--- src/rtl/cu1.sv ---
// cu1: EC-2 control unit sequencing START/FETCH/DECODE/EXECUTE and driving datapath controls.
module cu1 (
    input  logic       clock,
    input  logic       reset,
    input  logic [2:0] IR75,
    input  logic       Aeq0,
    input  logic       Apos,
    input  logic       Enter,
    output logic       IRload,
    output logic       JMPmux,
    output logic       PCload,
    output logic       Meminst,
    output logic       MemWr,
    output logic [1:0] Asel,
    output logic       Aload,
    output logic       Sub,
    output logic       Halt,
    output logic [3:0] state
);
    typedef enum logic [3:0] {
        S_START  = 4'd0,
        S_FETCH  = 4'd1,
        S_DECODE = 4'd2,
        S_LOAD   = 4'd8,
        S_STORE  = 4'd9,
        S_ADD    = 4'd10,
        S_SUB    = 4'd11,
        S_INPUT  = 4'd12,
        S_JZ     = 4'd13,
        S_JPOS   = 4'd14,
        S_HALT   = 4'd15
    } state_t;

    state_t state_q, state_d;

    always_ff @(posedge clock)
        state_q <= reset ? S_START : state_d;

    always_comb begin
        state_d = S_START;
        IRload  = 1'b0;
        JMPmux  = 1'b0;
        PCload  = 1'b0;
        Meminst = 1'b0;
        MemWr   = 1'b0;
        Asel    = 2'b00;
        Aload   = 1'b0;
        Sub     = 1'b0;
        Halt    = 1'b0;
        case (state_q)
            S_START: state_d = S_FETCH;
            S_FETCH: begin
                state_d = S_DECODE;
                IRload  = 1'b1;
                PCload  = 1'b1;
            end
            // execute states are 8 + opcode
            S_DECODE: begin
                state_d = state_t'({1'b1, IR75});
                Meminst = 1'b1;
            end
            S_LOAD: begin
                state_d = S_FETCH;
                Meminst = 1'b1;
                Asel    = 2'b10;
                Aload   = 1'b1;
            end
            S_STORE: begin
                state_d = S_FETCH;
                Meminst = 1'b1;
                MemWr   = 1'b1;
            end
            S_ADD: begin
                state_d = S_FETCH;
                Meminst = 1'b1;
                Aload   = 1'b1;
            end
            S_SUB: begin
                state_d = S_FETCH;
                Meminst = 1'b1;
                Sub     = 1'b1;
                Aload   = 1'b1;
            end
            S_INPUT: begin
                state_d = Enter ? S_FETCH : S_INPUT;
                Asel    = 2'b01;
                Aload   = Enter;
            end
            S_JZ: begin
                state_d = S_FETCH;
                JMPmux  = 1'b1;
                PCload  = Aeq0;
            end
            S_JPOS: begin
                state_d = S_FETCH;
                JMPmux  = 1'b1;
                PCload  = Apos;
            end
            S_HALT: begin
                state_d = S_HALT;
                Halt    = 1'b1;
            end
            default: state_d = S_START;
        endcase
    end

    assign state = state_q;
endmodule

--- config.mk ---
export PLATFORM = sky130hd
export DESIGN_NAME = cu1
export DESIGN_NICKNAME = d
export VERILOG_FILES = /design/src/rtl/cu1.sv
export SDC_FILE = /design/constraint.sdc
export NUM_CORES = 1
export LEC_CHECK = 0
export ABC_AREA = 0
export CAP_MARGIN = 20
export CORE_AREA = 2 2 39 41
export DETAILED_ROUTE_END_ITERATION = 12
export DIE_AREA = 0 0 41 43
export PLACE_DENSITY = 0.6
export SYNTH_ARGS = -nofsm -noshare
export SYNTH_HDL_FRONTEND = slang
export SYNTH_SLANG_ARGS = --single-unit
--- constraint.sdc ---
create_clock -name clock -period 1.65 [get_ports clock]
set_clock_uncertainty 0.15 [all_clocks]
set_input_delay 0.33 -clock clock [delete_from_list [all_inputs] [get_ports clock]]
set_output_delay 0.33 -clock clock [all_outputs]
set_load 0.005 [all_outputs]
==> impl_metrics.ini, run 1 <==
[run_status]
outcome = finished with violations
violations = setup timing

[yosys]
ys_ff_latch = 4
synth_top_family_by_area = simple AND/OR/NAND/NOR gates
synth_nets = 52
synth_area_um2 = 304
synth_compound_area_frac = 0.210
yosys_warnings = 0
synth.distinct_cells = 21
synth.area.mux_share = 0
synthSimpleGateAreaFrac = 0.387
synthAdderAreaFrac = 0
seq_area_frac_synth = 0.263
synthCells = 44
avgSynthCellArea_um2 = 6.91
yosys.area_share.xor_xnor = 0

[power_and_ir_drop]
power_density_mw_per_mm2 = 596
p_leak_nw = 0.375
peakVddDrop_uv = 313

[global_route]
grt_pass1_vias = 401
grt_util_all_layers = 0.135
grt_overflow = 0
grt_first_pass_wirelength_mm = 1.61
antenna_found_initial = 0
grt_max_degree = 9

[hold_path]
min_to = state[0]
min_path_type = register to register
hp-start = state[2]
hold_depth = 2

[timing]
maxSlewHeadroom = 0.788
clock.fmax_mhz = 556
finalMaxSlewViolations = 0
post-route-period-util = 1.09
hold_ws_ns = 0.423
tightest_slew_ns = 0.318
finalCriticalPeriod_ns = 1.80
setup_viol = 2
rsz0062_at_grt = yes
fin_ws_ns = -0.147
final-hold-violation-count = 0

[finish]
diodes = 0
syn_to_final_growth_pct = 134
final_util = 0.514
nFillCells = 146
design_area_um2 = 712
drive_gt1_frac = 0.585
final_nets = 92
largest_reg_flops = 4

[die]
initial_utilization = 0.220
die_h_um = 43
core_mm2 = 0.00138
core.rowCount = 14
die_area_mm2 = 0.00176
io_pins = 22
die_w_um = 41

[clock_network]
clock-sinks = 4
path_clk_slew_ns = 0.04
cts_max_level = 1
tritoncts = built
clockRootBuffer = clkbuf_4
insertion_delay_ns = 0.24
cts_hold_buf = 0
cts_buffer_depth = 2
cts_made_buffers = 3

[routing]
drt-initial-drc-count = 5
dr.pass1.iters = 4
drtAntennaViolNets = 0
num_vias = 437
vias_per_cell = 4.46
totalWireLength_mm = 1.00
drc_errors = 0
wl_per_cell_um = 10.2

[setup_path]
r2r_slack_ns = 0.07
crit_fanout = 4
crit_type = register to output port
startpoint_type = register
worstReg2RegEnd = state[3]
reg2reg_depth = 5
r2r_start = state[0]
crit_required_ns = 1.17
endpoint_kind = output port
crit_arrival_ns = 1.32

[place]
port_buffers = 21
gp_congestion = 0.760
place_area_um2 = 604
dp_hpwl_um = 712

[job]
maxCapViolCount = 0
[kinds of logic (layout without fill, tap and decap cells)]
| group | count (synthesis) | after routing |
|---|---|---|
| AOI/OAI and AO/OA | 10 | 10 |
| buffers and inverters | 9 | 47 |
| DFF | 4 | 4 |
| and+or+nand+nor | 21 | 21 |
[power breakdown]
group / leakage [nW] / switching (W) / internal [W]
clock: 0.0138 / 0.0000429 / 0.0000816
sequential: 0.0353 / 0.00000909 / 0.000105
combinational: 0.326 / 0.0000705 / 0.000116
total: 0.375 / 0.000122 / 0.000302
[final cells by class]
cell class | instances | area (um^2) | area share
inverter | 6 | 22.5 | 0.0316
tap | 16 | 20.0 | 0.0281
timing repair buffer | 38 | 322 | 0.452
sequential | 4 | 92.6 | 0.130
multi-input combinational | 31 | 233 | 0.327
clock buffer | 3 | 22.5 | 0.0316
[metal layers]
layer | track usage | up-vias | share of wire
met3 | 0.0471 | 0 | 0.057
li1 | - | 226 | -
met4 | 0.0800 | 0 | 0
met5 | 0 | - | 0
met2 | 0.209 | 14 | 0.51
met1 | 0.151 | 197 | 0.43
[cell usage after synthesis]
cell type  count  area, um^2
a21oi_1        3        15.0
o21ai_0        2        10.0
a211oi_1       1        7.51
nand4_1        1        6.26
a21oi_2        2        17.5
nor4b_2        1        15.0
dfxtp_1        4        80.1
buf_6          1        11.3
nor2b_1        1        6.26
a21o_1         1        7.51
buf_2          1        5.00
a31oi_1        1        6.26
and3_1         1        6.26
nor2_1         4        15.0
inv_1          6        22.5
nand2b_1       3        18.8
and3b_1        1        8.76
or3_1          2        12.5
clkbuf_1       1        3.75
nand2_1        5        18.8
nor3_1         2        10.0
[metrics by stage]
step / setup WS, ns / std cells / setup TNS, ns / power (W)
6_report: -0.147 / 98 / -0.241 / 0.000425
5_1_grt: -0.215 / 98 / -0.476 / 0.000460
4_1_cts: -0.253 / 95 / -1.11 / 0.000401
3_5_place_dp: -0.454 / 90 / -1.54 / 0.000262
3_3_place_gp: -0.454 / 90 / -1.48 / 0.000260
2_1_floorplan: 0.183 / 44 / 0 / 0.000172
[worst max-delay path by stage]
stage	cells past startpoint	from	end	slack, ns
2_1_floorplan	4	state[0]	PCload	0.18
3_3_place_gp	5	Aeq0	PCload	-0.45
3_5_place_dp	5	Enter	Aload	-0.45
4_1_cts	4	state[1]	Halt	-0.25
5_1_grt	5	state[0]	PCload	-0.22
6_report	5	state[0]	PCload	-0.15
[layout by cell type, fill, tap and decap left out, types with 2 or more instances in the layout]
cell type and instances:
nor2_1 2, clkbuf_4 3, nand2_2 2, nand2b_4 2
dlygate4sd2_1 3, inv_1 5, a21oi_2 3, clkdlybuf4s50_1 6
nand2_1 3, buf_2 6, clkbuf_2 2, buf_4 12
nor3_2 2, a21oi_1 2, dfxtp_4 3, nor2_2 2
buf_6 6, dlymetal6s2s_1 3
[critical path: stages, from the launching register on]
cell	delay [ns]
dfxtp_4	0.36
buf_6	0.10
nand2b_4	0.05
or3_4	0.38
o21ai_1	0.08
buf_2	0.12
[timing repair]
action                                  4_1_cts  5_1_grt
setup buffers                                 2        4
gates resized for setup                      43       23
pin swaps                                     1        5
endpoints found under the setup margin       14       10
gates cloned                                  0        0
Power figures use the tool's default switching activity.
==> inputs of run 2 (changes only) <==
==> constraint.sdc (replaced) <==
create_clock -name clock -period 1.65 [get_ports clock]
set_clock_uncertainty 0.15 [all_clocks]
set_input_delay 0.495 -clock clock [delete_from_list [all_inputs] [get_ports clock]]
set_output_delay 0.495 -clock clock [all_outputs]
set_load 0.005 [all_outputs]
==> run 2 against run 1 <==
Flip-flop and latch count stayed put. Critical endpoint unchanged. Clock power is 6% lower. First-iteration DRC count is 60% lower. Critical path depth stayed put. Register-to-register slack hardly changed. Die area stayed put. Highest routed layer unchanged. Sequential share of layout area is 1.8 points lower. Critical path type unchanged. The flow still finishes with violations (setup timing). Utilization is 8.4 points higher. Non-clock buffer count is 11 higher. Cell count is 11% higher. Total power is 15% higher.
==> impl_metrics.ini, run 2 (synthesis gave the netlist of run 1 again) <==
[run_status]
outcome = finished with violations
violations = setup timing

[die]
die_w_um = 41
core_mm2 = 0.00138
die_area_mm2 = 0.00176
die_h_um = 43
core.rowCount = 14
io_pins = 22
initial_utilization = 0.220

[routing]
drc_errors = 0
totalWireLength_mm = 1.17
drt-initial-drc-count = 2
num_vias = 478
drtAntennaViolNets = 0
wl_per_cell_um = 10.7
vias_per_cell = 4.39
dr.pass1.iters = 3

[timing]
setup_viol = 11
rsz0062_at_grt = yes
fin_ws_ns = -0.283
tightest_slew_ns = 0.324
final-hold-violation-count = 0
clock.fmax_mhz = 517
post-route-period-util = 1.17
maxSlewHeadroom = 0.783
finalCriticalPeriod_ns = 1.93
finalMaxSlewViolations = 0

[global_route]
grt_util_met1 = 0.186
use_met3 = 0.0628
grt_util_all_layers = 0.161
grt_max_degree = 8
antenna_found_initial = 0
use_met2 = 0.266
grt_first_pass_wirelength_mm = 1.91
grt_pass1_vias = 445
top_usage_layer = met2
grt_overflow = 0

[clock_network]
insertion_delay_ns = 0.23
clockRootBuffer = clkbuf_4
cts_made_buffers = 3
tritoncts = built
clock-sinks = 4
cts_hold_buf = 0
cts_max_level = 1
cts_buffer_depth = 2
path_clk_slew_ns = 0.03

[setup_path]
slowest_stage = dfxtp_4
crit_fanout = 3
endpoint_kind = output port
critical_path.max_stage_delay_ns = 0.37
startpoint_type = register
crit_required_ns = 1.00
crit_arrival_ns = 1.29
crit_type = register to output port
r2r_slack_ns = 0.06
crit_chain = buf_6, nand2b_4, or3_4, o21ai_1, buf_2

[finish]
drive_gt1_frac = 0.688
final_util = 0.599
diodes = 0
final_nets = 103
syn_to_final_growth_pct = 172
largest_reg_flops = 4
layout_commonest_cell = buf_6
final_cell_mix = buf_6, buf_4, buf_2

[job]
maxCapViolCount = 0

[power_and_ir_drop]
p_total_w = 0.000488
power_density_mw_per_mm2 = 589
peakVddDrop_uv = 542
p_leak_nw = 0.415

[hold_path]
min_path_type = register to register

[place]
port_buffers = 21
dp_hpwl_um = 722
gp_congestion = 0.751
[run 2: layout make-up]
| cell class | count | area (um^2) |
|---|---|---|
| inverters | 6 | 22.5 |
| repair buffers | 49 | 437 |
| fillers | 132 | 556 |
| clock buffers | 3 | 22.5 |
| multi-input cells | 31 | 234 |
| flip-flops and latches | 4 | 92.6 |
| well taps | 16 | 20.0 |
[run 2: metrics by stage]
| step | instances | instance area, um^2 | worst slack [ns] | setup TNS, ns | hold slack [ns] |
|---|---|---|---|---|---|
| 2_1_floorplan | 44 | 304 | 0.0181 | 0 | 0.407 |
| 3_3_place_gp | 92 | 619 | -0.783 | -3.86 | 0.470 |
| 3_5_place_dp | 92 | 619 | -0.793 | -4.00 | 0.474 |
| 4_1_cts | 105 | 769 | -0.286 | -1.36 | 0.448 |
| 5_1_grt | 109 | 828 | -0.345 | -2.08 | 0.481 |
| 6_report | 109 | 828 | -0.283 | -1.48 | 0.451 |
[run 2: power by group]
part           total [W]  internal (W)  switching (W)
Clock           0.000116     0.0000810      0.0000345
Sequential      0.000116      0.000105      0.0000110
Combinational   0.000256      0.000168      0.0000881
Total           0.000488      0.000354       0.000134
[run 2: final timing paths]
kind,from,end,cells after the start
min,state[3],state[0],3
max reg2reg,state[0],state[3],6
max,state[0],PCload,5
min reg2reg,state[3],state[0],3
[run 2: what timing repair did]
| action | 4_1_cts | 5_1_grt |
|---|---|---|
| resized for setup | 82 | 10 |
| endpoints found under the setup margin | 14 | 15 |
| setup buffers | 10 | 5 |
| pin swaps | 11 | 3 |
[run 2: layer usage]
metal  vias up  part of all wire  wire [um]
met5         -                 0          0
met4         0                 0          0
met3         0             0.063         73
met2        18              0.53        623
met1       212              0.40        467
li1        248                 -          -
[run 2: critical path: cells and delay by family, from the launching register on]
family / cells / cell delay (ns)
and+or+nand+nor: 2 / 0.39
DFF: 1 / 0.37
buffers and inverters: 2 / 0.22
AOI/OAI and AO/OA: 1 / 0.08
